File: config.mk
export PLATFORM = sky130hd
export DESIGN_NAME = t2d_nrzi_rx_flat
export DESIGN_NICKNAME = d
export VERILOG_FILES = /design/src/rtl/t2d_nrzi_rx_if.sv /design/src/rtl/t2d_nrzi_rx.sv /design/src/flat_wrapper.sv
export SDC_FILE = /design/constraint.sdc
export NUM_CORES = 1
export LEC_CHECK = 0
export ABC_CLOCK_PERIOD_IN_PS = 2400
export BUFFER_PORTS_ARGS = -buffer_cell sky130_fd_sc_hd__clkbuf_2
export CAP_MARGIN = 5
export CORE_MARGIN = 1.5
export CORE_UTILIZATION = 57
export CTS_CLUSTER_SIZE = 16
export DETAILED_ROUTE_END_ITERATION = 16
export PLACE_DENSITY = 0.77
export SLEW_MARGIN = 0
export SYNTH_ARGS = -nofsm -noshare
export SYNTH_HDL_FRONTEND = slang
export SYNTH_SLANG_ARGS = --single-unit
File: constraint.sdc
create_clock -name clk -period 2.4 [get_ports clk]
set_input_delay 0 -clock clk [delete_from_list [all_inputs] [get_ports clk]]
set_output_delay 0 -clock clk [all_outputs]
set_load 0.02 [all_outputs]
File: src/rtl/t2d_nrzi_rx_if.sv
// Byte output port of the toggle-to-data receiver.
// The master drives byte_out/byte_valid. The slave (downstream) drives out_ready.
interface t2d_nrzi_rx_if;
    logic [7:0] byte_out;
    logic       byte_valid;
    logic       out_ready;

    modport master (
        output byte_out,
        output byte_valid,
        input  out_ready
    );

    modport slave (
        input  byte_out,
        input  byte_valid,
        output out_ready
    );
endinterface : t2d_nrzi_rx_if

File: src/rtl/t2d_nrzi_rx.sv
// Toggle-to-data (NRZI) serial receiver.
// A line toggle decodes as 1 and a steady level decodes as 0.
// The receiver hunts for the sync byte in a sliding window, then assembles
// FRAME_LEN payload bytes MSB-first and offers each byte on a valid/ready port.
// A byte that completes while the port still holds an unconsumed byte is
// dropped, and the sticky overrun flag is set.
module t2d_nrzi_rx #(
    parameter logic [7:0]  SYNC      = 8'hA5,
    parameter int unsigned FRAME_LEN = 4
) (
    input  logic               clk,
    input  logic               rst_n,
    input  logic               din,
    input  logic               bit_en,
    t2d_nrzi_rx_if.master      bus,
    output logic               sync_found,
    output logic               overrun,
    output logic               in_frame
);

    typedef enum logic [1:0] {
        HUNT = 2'b00,
        RECV = 2'b01
    } state_t;

    localparam logic [7:0] FRAME_LEN_C = 8'(FRAME_LEN);

    // Append one decoded bit at the LSB end. The stream is MSB-first.
    function automatic logic [7:0] shift_in(input logic [7:0] cur, input logic b);
        return {cur[6:0], b};
    endfunction

    state_t     state_r;
    logic       prev_level_r;
    logic [7:0] shreg_r;
    logic [7:0] asm_r;
    logic [2:0] bit_cnt_r;
    logic [7:0] byte_cnt_r;
    logic [7:0] byte_out_r;
    logic       byte_valid_r;
    logic       sync_found_r;
    logic       overrun_r;
    logic       in_frame_r;

    logic       bit_s;
    logic [7:0] shreg_next_s;
    logic [7:0] asm_next_s;
    logic       consume_s;
    logic       last_bit_s;
    logic       frame_end_s;

    // Decode the current line level and precompute next-state helpers.
    always_comb begin
        bit_s        = din ^ prev_level_r;
        shreg_next_s = shift_in(shreg_r, bit_s);
        asm_next_s   = shift_in(asm_r, bit_s);
        consume_s    = byte_valid_r & bus.out_ready;
        last_bit_s   = (bit_cnt_r == 3'd7);
        frame_end_s  = ((byte_cnt_r + 8'd1) == FRAME_LEN_C);
    end

    // Track the previous line level. It moves only on a bit strobe.
    always_ff @(posedge clk) begin
        if (!rst_n) begin
            prev_level_r <= 1'b0;
        end else if (bit_en) begin
            prev_level_r <= din;
        end else begin
            prev_level_r <= prev_level_r;
        end
    end

    // Run the sync hunt / frame receive FSM, the byte assembly and the output handshake.
    always_ff @(posedge clk) begin
        if (!rst_n) begin
            state_r      <= HUNT;
            shreg_r      <= 8'h00;
            asm_r        <= 8'h00;
            bit_cnt_r    <= 3'd0;
            byte_cnt_r   <= 8'd0;
            byte_out_r   <= 8'h00;
            byte_valid_r <= 1'b0;
            sync_found_r <= 1'b0;
            overrun_r    <= 1'b0;
            in_frame_r   <= 1'b0;
        end else begin
            sync_found_r <= 1'b0;

            // Consumption frees the port. A byte completing this cycle may refill it below.
            if (consume_s) begin
                byte_valid_r <= 1'b0;
            end

            case (state_r)
                HUNT: begin
                    in_frame_r <= 1'b0;
                    if (bit_en) begin
                        shreg_r <= shreg_next_s;
                        if (shreg_next_s == SYNC) begin
                            state_r      <= RECV;
                            sync_found_r <= 1'b1;
                            in_frame_r   <= 1'b1;
                            bit_cnt_r    <= 3'd0;
                            byte_cnt_r   <= 8'd0;
                        end
                    end
                end

                RECV: begin
                    if (bit_en) begin
                        asm_r     <= asm_next_s;
                        bit_cnt_r <= bit_cnt_r + 3'd1;
                        if (last_bit_s) begin
                            // A full port that is not being drained cannot take the byte.
                            if (!byte_valid_r || consume_s) begin
                                byte_out_r   <= asm_next_s;
                                byte_valid_r <= 1'b1;
                            end else begin
                                overrun_r <= 1'b1;
                            end
                            byte_cnt_r <= byte_cnt_r + 8'd1;
                            if (frame_end_s) begin
                                state_r    <= HUNT;
                                shreg_r    <= 8'h00;
                                in_frame_r <= 1'b0;
                            end
                        end
                    end
                end

                default: begin
                    state_r    <= HUNT;
                    shreg_r    <= 8'h00;
                    in_frame_r <= 1'b0;
                end
            endcase
        end
    end

    assign bus.byte_out   = byte_out_r;
    assign bus.byte_valid = byte_valid_r;
    assign sync_found     = sync_found_r;
    assign overrun        = overrun_r;
    assign in_frame       = in_frame_r;

endmodule : t2d_nrzi_rx

File: src/flat_wrapper.sv
// flat-port wrapper written by rule: the top's interface ports become plain ports
module t2d_nrzi_rx_flat 
#(
    parameter logic [7:0]  SYNC      = 8'hA5,
    parameter int unsigned FRAME_LEN = 4
)
  (clk, rst_n, din, bit_en, sync_found, overrun, in_frame, bus_byte_out, bus_byte_valid, bus_out_ready);
  t2d_nrzi_rx_if bus_i ();
  input  logic clk;
  input  logic rst_n;
  input  logic din;
  input  logic bit_en;
  output logic sync_found;
  output logic overrun;
  output logic in_frame;
  output wire logic [$bits(bus_i.byte_out)-1:0] bus_byte_out;
  output wire logic [$bits(bus_i.byte_valid)-1:0] bus_byte_valid;
  input wire logic [$bits(bus_i.out_ready)-1:0] bus_out_ready;
  assign bus_byte_out = bus_i.byte_out;
  assign bus_byte_valid = bus_i.byte_valid;
  assign bus_i.out_ready = bus_out_ready;
  t2d_nrzi_rx #(.SYNC(SYNC), .FRAME_LEN(FRAME_LEN)) u_core (.clk(clk), .rst_n(rst_n), .din(din), .bit_en(bit_en), .bus(bus_i), .sync_found(sync_found), .overrun(overrun), .in_frame(in_frame));
endmodule
==> results of run 1 <==
-- logic make-up after synthesis --
group	count (synthesis)	share of synthesized area (%)
xor gates and xnor gates	3	1.47
and+or+nand+nor	81	23.6
AOI/OAI and AO/OA	46	19.9
DFF	39	43.5
muxes	8	4.47
buffers and inverters	12	4.26
adders and majority gates	4	2.79
-- what timing repair did --
| action | in CTS | in global routing |
|---|---|---|
| hold buffers | 2 | 0 |
| buffers inserted | 0 | 0 |
| hold endpoints to repair | 2 | 0 |
-- report_power, final --
| group | internal [mW] | switching [mW] |
|---|---|---|
| sequential | 0.650 | 0.00249 |
| combinational | 0.0147 | 0.0205 |
| clock | 0.114 | 0.212 |
-- stage by stage --
stage / area [sq um] / cells / worst slack, ps / util, % / power [mW]
4_1_cts: 1930 / 253 / 448 / 63.8 / 1.02
3_5_place_dp: 1860 / 243 / 477 / 61.5 / 0.700
5_1_grt: 1930 / 253 / 324 / 63.8 / 1.05
2_1_floorplan: 1790 / 193 / 741 / - / 0.693
6_report: 1930 / 253 / 438 / 63.8 / 1.01
3_3_place_gp: 1860 / 243 / 589 / 61.5 / 0.699
-- state kept, by name, indices dropped and copies added (netlist names) --
name and flops:
u_core.bus.byte_valid 1, u_core.sync_found 1, u_core.bus.byte_out 8, u_core.state_r 1, u_core.prev_level_r 1, u_core.in_frame 1
u_core.bit_cnt_r 3, u_core.shreg_r 7, u_core.byte_cnt_r 8, u_core.overrun 1, u_core.asm_r 7
-- cell usage after synthesis (all sizes together), types with 2 or more instances --
cell     number
clkbuf        4
nand2        29
nand4bb       2
xnor2         2
a22o          3
o21a          3
o211a         4
and2          3
mux2i         8
dfxtp        39
a21bo         2
nand3b        2
nor2          8
ha            4
a21oi         4
nor2b         9
and3          2
or3           3
buf           7
a41oi         2
nand2b        3
o21ai         7
nand3        13
a21boi       10
a31oi         4
-- worst register-to-register path, delay by kind of cell, from the launching register on --
kind	cells	cell delay [ps]
compound gates	3	870
fa+ha+maj	1	330
flops	1	420
simple gates	1	220
-- final cells by class --
| cell class | instances | area, sq um |
|---|---|---|
| fill | 262 | 1090 |
| multi-input combinational | 142 | 936 |
| sequential | 39 | 781 |
| timing repair buffer | 19 | 108 |
| tap | 44 | 55.1 |
| clock buffer | 7 | 45.0 |
| clock inverter | 1 | 5.00 |
| inverter | 1 | 3.75 |
-- how the worst max path moves through the flow --
| stage | end | cells past startpoint |
|---|---|---|
| 6_report | u_core.shreg_r[3] | 5 |
| 5_1_grt | u_core.shreg_r[3] | 5 |
| 4_1_cts | u_core.shreg_r[3] | 5 |
| 3_5_place_dp | u_core.shreg_r[3] | 5 |
| 3_3_place_gp | u_core.in_frame | 5 |
| 2_1_floorplan | u_core.in_frame | 5 |
-- layer usage --
layer  up-vias  routed length, um
li1        717                  -
met1       688               1510
met2        36               1660
met3         9                116
met4         0                 76
met5         -                  0
-- cells in the final DEF, fill, tap and decap left out, drive strengths merged, types with 3 or more instances in the layout --
cell type  instances
mux2i              8
nand3             13
o211a              4
nand2b             3
a22o               3
nor2               8
a21oi              4
a21boi            10
clkbuf            23
ha                 4
o21ai              7
o21a               3
nand2             29
a31oi              4
nor2b              9
dfxtp             39
or3                3
and2               3
==> metrics.yaml, run 1 <==
synth:
  synth_area_leaders: "dfxtp_1, nand2_1, mux2i_1"
  synth_top_cell_by_area: "dfxtp_1"
  ys_seq_area_share_pct: 43.5
  syn-instance-count: 193
  ys_warn_count: 0
  syn_nets: 202
  synth_top_cell_area_share_pct: 43.5
  ys_ff_latch: 39
  syn_area_sq_um: 1790
  synthFlopType: "dfxtp_1"
  ys_types: 46
  syn_avg_cell_area_sq_um: 9.29
  synth-edff-count: 0
  ys_async_sr_fraction_pct: 0
final_layout:
  syn2layout_area_growth_pct: 7.82
  nets: 217
  n_antenna_cell: 0
  drive_above_1_share_pct: 14.4
critical_path:
  timing.rr.start: "u_core.byte_cnt_r[0]"
  path_cells: "ha_1, and2b_1, a32oi_1, a2111oi_4, o21ai_0"
  path_delay_family: "compound AO/OA/AOI/OAI gates"
  cp.required_ps: 2630
  r2r_end: "u_core.shreg_r[3]"
  worst-path-buf-inv: 0
  arrival_ps: 2190
  reg2reg_slack_ps: 440
  crit_path_end_kind: "flip-flop"
  cp-start-kind: "flip-flop"
  worst_path_max_delay_cell: "a2111oi_4"
  path_class: "flip-flop to flip-flop"
  crit_start: "u_core.byte_cnt_r[0]"
  crit_path_max_fanout: 10
  critical-path-max-stage-delay_ps: 550
  reg2reg_depth: 5
clock_network:
  clkSlewWorstSetupHoldPaths_ps: 110
  htreeDepth: 2
  numCtsBuffers: 5
  cts_tree: "built"
  clk_path_buf_depth: 2
  clock_latency_ps: 350
  cts.sinks: 39
  root_buffer: "clkbuf_4"
  cts.repair.resized: 0
die:
  core_sq_um: 3030
  boundaryPins: 17
  die_y_um: 59.1
  num_rows: 20
  initial_utilization_pct: 59.2
  fp.dieArea_sq_um: 3490
  die_width_um: 59.1
pwr:
  leakagePower_nw: 0.727
  peakVddDrop_v: 0.000383
  powerDensity_nw_per_um2: 525
sta:
  min_period_over_period_pct: 81.8
  hold_ws_ps: 43.8
  rsz0062_at_grt: "false"
  slew_violations: 0
  fmax_mhz: 510
  worst_pin_slew_ps: 581
  min_period_ps: 1960
  setup_tns_ps: 0
  max_slew_margin_pct: 61.2
  finalSetupViolCount: 0
  final.setup_skew_ps: 6.60
  final-hold-violation-count: 0
grt:
  met2_usage_pct: 36.7
  grtUsageTotal_pct: 22.1
  overflow: 0
  first_global_vias: 1313
  grt_max_degree: 35
  top_usage_layer: "met2"
  grtUsageMet3_pct: 4.59
  antenna_found_initial: 0
  use_met1_pct: 26.8
  grt_pass1_wl_mm: 5.80
run_status:
  status: "finished, final reports clean"
min_path:
  min_path_type: "input port to flip-flop"
  worst_hold_startpoint: "bit_en"
  hold_depth: 3
  min_to: "u_core.prev_level_r"
routing:
  drt_iter0_markers: 100
  viasPerCell: 5.73
  routed_wirelength_mm: 3.37
  drtPass1Iterations: 4
  antenna_left: 0
  wire_per_inst_um: 13.3
  drc: 0
  vias: 1450
placed_design:
  hpwl_mm: 2.30
  io_buffers: 16
  place_congestion: 0.819
job:
  maxCapViolations: 0
(Power assumes the default switching activity.)
==> run 2, diff against run 1 <==
Settings changed: ABC_CLOCK_PERIOD_IN_PS 2400 to 2000.
Clock period 2.4 ns to 2 ns, I/O delays scaled along.
==> metrics.yaml, run 2 (synthesized netlist as in run 1, its figures left out) <==
routing:
  dr.max_layer_used: "met4"  # unchanged
  vias: 1462  # was 1450
  viasPerCell: 5.64  # was 5.73
  antenna_left: 0  # unchanged
  drt_iter0_markers: 92  # was 100
  wire_per_inst_um: 13.2  # was 13.3 um
  dr_wl_met3_um: 179  # was 116 um
  dr_wl_met2_mm: 1.73  # was 1.66 mm
  wl_met1_mm: 1.46  # was 1.51 mm
  drtPass1Iterations: 4  # unchanged
  routed_wirelength_mm: 3.42  # was 3.37 mm
  drc: 0  # unchanged
pwr:
  leakagePower_nw: 0.756  # was 0.727 nW
  powerDensity_nw_per_um2: 613  # was 525 nW/um^2
  peakVddDrop_v: 0.000402  # was 0.000383 V
final_layout:
  n_antenna_cell: 0  # unchanged
  final_cell_mix: "dfxtp_1, nand2_1, clkbuf_2, nand3_1, a21boi_0"  # unchanged
  fillers: 259  # was 262
  drive_above_1_share_pct: 16.3  # was 14.4%
  nets: 223  # was 217
  syn2layout_area_growth_pct: 10.5  # was 7.82%
  final_common_cell: "dfxtp_1"  # unchanged
  fin_cells: 259  # was 253
  fin_util_pct: 65.4  # was 63.8%
sta:
  worst_pin_slew_ps: 481  # was 581 ps
  fmax_mhz: 529  # was 510 MHz
  final.setup_skew_ps: 4.76  # was 6.60 ps
  rsz0062_at_grt: "false"  # unchanged
  slew_violations: 0  # unchanged
  setup_tns_ps: 0  # unchanged
  final-hold-violation-count: 0  # unchanged
  min_period_ps: 1890  # was 1960 ps
  min_period_over_period_pct: 94.6  # was 81.8%
  max_slew_margin_pct: 67.9  # was 61.2%
  finalSetupViolCount: 0  # unchanged
critical_path:
  arrival_ps: 2110  # was 2190 ps
  crit_path_max_fanout: 9  # was 10
  crit_path_end_kind: "flip-flop"  # unchanged
  cp-start-kind: "flip-flop"  # unchanged
  cp.required_ps: 2210  # was 2630 ps
  path_class: "flip-flop to flip-flop"  # unchanged
run_status:
  status: "finished, final reports clean"  # unchanged
die:
  die_y_um: 59.1  # unchanged
  boundaryPins: 17  # unchanged
  num_rows: 20  # unchanged
  core_sq_um: 3030  # unchanged
  initial_utilization_pct: 59.2  # unchanged
  die_width_um: 59.1  # unchanged
  fp.dieArea_sq_um: 3490  # unchanged
clock_network:
  clkSlewWorstSetupHoldPaths_ps: 110  # about the same
  clock_latency_ps: 340  # was 350 ps
  cts_tree: "built"  # unchanged
  numCtsBuffers: 5  # unchanged
  root_buffer: "clkbuf_4"  # unchanged
  cts.sinks: 39  # unchanged
  clk_path_buf_depth: 2  # unchanged
  htreeDepth: 2  # unchanged
grt:
  grtUsageTotal_pct: 22.7  # was 22.1%
  grt_max_degree: 30  # was 35
  overflow: 0  # unchanged
  first_global_vias: 1417  # was 1313
  grt_pass1_wl_mm: 6.14  # was 5.80 mm
  antenna_found_initial: 0  # unchanged
placed_design:
  dp.cells: 248  # was 243
  place_congestion: 0.895  # was 0.819
  hpwl_mm: 2.46  # was 2.30 mm
  io_buffers: 16  # unchanged
job:
  maxCapViolations: 0  # unchanged
min_path:
  min_path_type: "input port to flip-flop"  # unchanged
run 2: power breakdown:
group / switching (mW) / leakage, nW / internal (mW)
Sequential: 0.00317 / 0.314 / 0.780
Combinational: 0.0257 / 0.412 / 0.0227
Clock: 0.246 / 0.0293 / 0.137
Total: 0.275 / 0.756 / 0.940
run 2: area by class of cell:
cell class	instances	area, sq um	area share [%]
repair buffers	25	155	7.83
clock inverters	1	5.00	0.253
multi-input cells	142	936	47.3
clock buffers	7	45.0	2.27
inverters	1	3.75	0.190
flip-flops and latches	39	781	39.4
well taps	44	55.1	2.78
run 2: what timing repair did:
action,in CTS,in global routing
gates resized for setup,0,0
buffers inserted,0,0
hold endpoints to repair,3,0
setup endpoints to repair,0,7
hold buffers,3,0
run 2: worst paths after layout:
check	start	to	slack, ps	depth (start not counted)
max	u_core.byte_cnt_r[1]	u_core.shreg_r[4]	110	5
min reg2reg	u_core.asm_r[6]	u_core.asm_r[6]	480	2
min	bit_en	u_core.prev_level_r	60	3
max reg2reg	u_core.byte_cnt_r[1]	u_core.shreg_r[4]	110	5
run 2: metal layers:
layer	up-vias	track usage, %
li1	731	-
met1	683	27.1
met2	44	39.0
met3	4	6.33
met4	0	8.12
met5	-	0
run 2: worst max-delay path, cell delays in order, from the launching register on:
cell       delay (ps)
dfxtp_1           410
ha_1              310
and2b_1           230
a32oi_1           150
a2111oi_4         490
o21ai_0           170
run 2: stage by stage:
step           area [sq um]  hold WS, ps  power, mW  setup slack (ps)
3_3_place_gp           1900          290      0.843               205
2_1_floorplan          1790          169      0.831               341
3_5_place_dp           1900          305      0.845              84.9
5_1_grt                1980         57.6       1.27             0.193
6_report               1980         61.4       1.22               108
4_1_cts                1980         48.4       1.23              60.6
==> run 3, diff against run 2 <==
Settings changed: CTS_BUF_LIST set to sky130_fd_sc_hd__clkbuf_8 sky130_fd_sc_hd__clkbuf_16.
==> metrics.yaml, run 3 (synthesized netlist as in run 1, its figures left out) <==
grt:
  grt_pass1_wl_mm: 6.09  # was 6.14 mm
  overflow: 0  # unchanged
  grt_max_degree: 30  # unchanged
  first_global_vias: 1431  # was 1417
  grtUsageTotal_pct: 22.8  # was 22.7%
  antenna_found_initial: 0  # unchanged
pwr:
  swShare_pct: 22.1  # was 22.6%
  fin_total_pwr_mw: 1.33  # was 1.22 mW
  seqPwrFrac_pct: 59.0  # was 64.5%
  power_frac_clock_pct: 37.6  # was 31.5%
  powerDensity_nw_per_um2: 666  # was 613 nW/um^2
  peakVddDrop_v: 0.000400  # was 0.000402 V
  pwr-share-comb_pct: 3.4  # was 4.0%
  p_int_mw: 1.03  # was 0.940 mW
  switching_power_mw: 0.293  # was 0.275 mW
  leakagePower_nw: 0.769  # was 0.756 nW
min_path:
  min_path_type: "input port to flip-flop"  # unchanged
routing:
  drt_iter0_markers: 96  # was 92
  wire_per_inst_um: 13.2  # about the same
  vias: 1461  # was 1462
  viasPerCell: 5.68  # was 5.64
  drtPass1Iterations: 5  # was 4
  routed_wirelength_mm: 3.40  # was 3.42 mm
  antenna_left: 0  # unchanged
  drc: 0  # unchanged
clock_network:
  cts.repair.resized: 0  # unchanged
  clk_path_buf_depth: 2  # unchanged
  cts.sinks: 39  # unchanged
  numCtsBuffers: 5  # unchanged
  htreeDepth: 2  # unchanged
  clock_latency_ps: 290  # was 340 ps
  cts_tree: "built"  # unchanged
  clkSlewWorstSetupHoldPaths_ps: 70  # was 110 ps
  root_buffer: "clkbuf_8"  # was clkbuf_4
final_layout:
  drive_above_1_share_pct: 16.4  # was 16.3%
  fin_util_pct: 65.8  # was 65.4%
  nets: 221  # was 223
  final_common_cell: "dfxtp_1"  # unchanged
  multiInputGateArea_sq_um: 936  # unchanged
  fillers: 257  # was 259
  area.sequential_sq_um: 781  # unchanged
  syn2layout_area_growth_pct: 11.1  # was 10.5%
  n_antenna_cell: 0  # unchanged
  fin_area_sq_um: 1990  # was 1980 sq um
  final_cell_mix: "dfxtp_1, nand2_1, clkbuf_2, nand3_1, a21boi_0"  # unchanged
sta:
  hold_ws_ps: 17.8  # was 61.4 ps
  min_period_over_period_pct: 94.0  # was 94.6%
  rsz0062_at_grt: "false"  # unchanged
  max_slew_margin_pct: 67.8  # was 67.9%
  min_period_ps: 1880  # was 1890 ps
  final.setup_skew_ps: 3.56  # was 4.76 ps
  worst_pin_slew_ps: 483  # was 481 ps
  setup_tns_ps: 0  # unchanged
  slew_violations: 0  # unchanged
  final-hold-violation-count: 0  # unchanged
  fmax_mhz: 532  # was 529 MHz
  finalSetupViolCount: 0  # unchanged
placed_design:
  hpwl_mm: 2.46  # unchanged
  place_congestion: 0.895  # unchanged
  place_area_sq_um: 1900  # unchanged
  io_buffers: 16  # unchanged
critical_path:
  r2r_end: "u_core.shreg_r[4]"  # unchanged
  path_class: "flip-flop to flip-flop"  # unchanged
  critical-path-max-stage-delay_ps: 490  # about the same
  cp-start-kind: "flip-flop"  # unchanged
  path_cells: "ha_1, and2b_1, a32oi_1, a2111oi_4, o21ai_0"  # unchanged
  cp.required_ps: 2160  # was 2210 ps
  crit_path_max_fanout: 9  # unchanged
  timing.rr.start: "u_core.byte_cnt_r[1]"  # unchanged
  arrival_ps: 2040  # was 2110 ps
  crit_start: "u_core.byte_cnt_r[1]"  # unchanged
  crit_path_end_kind: "flip-flop"  # unchanged
  reg2reg_depth: 5  # unchanged
  reg2reg_slack_ps: 120  # was 110 ps
  worst_path_max_delay_cell: "a2111oi_4"  # unchanged
  cp-endpoint: "u_core.shreg_r[4]"  # unchanged
die:
  boundaryPins: 17  # unchanged
  core_sq_um: 3030  # unchanged
  num_rows: 20  # unchanged
  die_y_um: 59.1  # unchanged
  fp.dieArea_sq_um: 3490  # unchanged
  initial_utilization_pct: 59.2  # unchanged
  die_width_um: 59.1  # unchanged
run_status:
  status: "finished, final reports clean"  # unchanged
job:
  maxCapViolations: 0  # unchanged
[run 3: changes by cell type in the layout (fill, tap and decap cells not counted), sizes merged]
cell / delta
clkbuf: -2
dlygate4sd3: -2
inv: +2
[run 3: stage by stage]
step                setup slack, ps  instances
CTS                            69.0        257
global route                   16.3        257
detailed placement             84.9        248
finish                          120        257
floorplan                       341        193
global placement                205        248
[run 3: how the worst min path moves through the flow]
stage,startpoint,end,cells past startpoint
2_1_floorplan,din,u_core.prev_level_r,2
3_3_place_gp,din,u_core.prev_level_r,3
3_5_place_dp,rst_n,u_core.byte_cnt_r[0],2
4_1_cts,din,u_core.prev_level_r,3
5_1_grt,din,u_core.prev_level_r,3
6_report,din,u_core.prev_level_r,3
[run 3: worst max-delay path, delay by kind of cell (launching register included)]
| family | cells | cell delay [ps] |
|---|---|---|
| AOI/OAI and AO/OA | 3 | 810 |
| and+or+nand+nor | 1 | 230 |
| adders and majority gates | 1 | 310 |
| DFF | 1 | 400 |
[run 3: final cells by class]
cell class	count	area share, %
timing repair buffer	23	6.78
clock inverter	3	0.628
multi-input combinational	142	47.0
inverter	1	0.188
sequential	39	39.2
tap	44	2.76
clock buffer	5	3.45
[run 3: power by group through the flow]
stage	Combinational (mW)	Clock (mW)	Sequential, mW
2_1_floorplan	0.0311	0	0.800
3_3_place_gp	0.0429	0	0.801
3_5_place_dp	0.0435	0	0.801
4_1_cts	0.0451	0.515	0.783
5_1_grt	0.0497	0.545	0.783
6_report	0.0453	0.499	0.783
[run 3: layer usage]
layer	vias up	part of all wire (%)	global-route usage [%]
li1	728	-	-
met1	684	43	26.8
met2	41	50	38.1
met3	8	5.2	6.11
met4	0	1.8	11.4
met5	-	0	0
[run 3: timing repair]
item                                    in CTS  in global routing
hold buffers                                 1                  0
buffers inserted                             0                  0
endpoints found under the hold margin        1                  0
endpoints found under the setup margin       0                  6
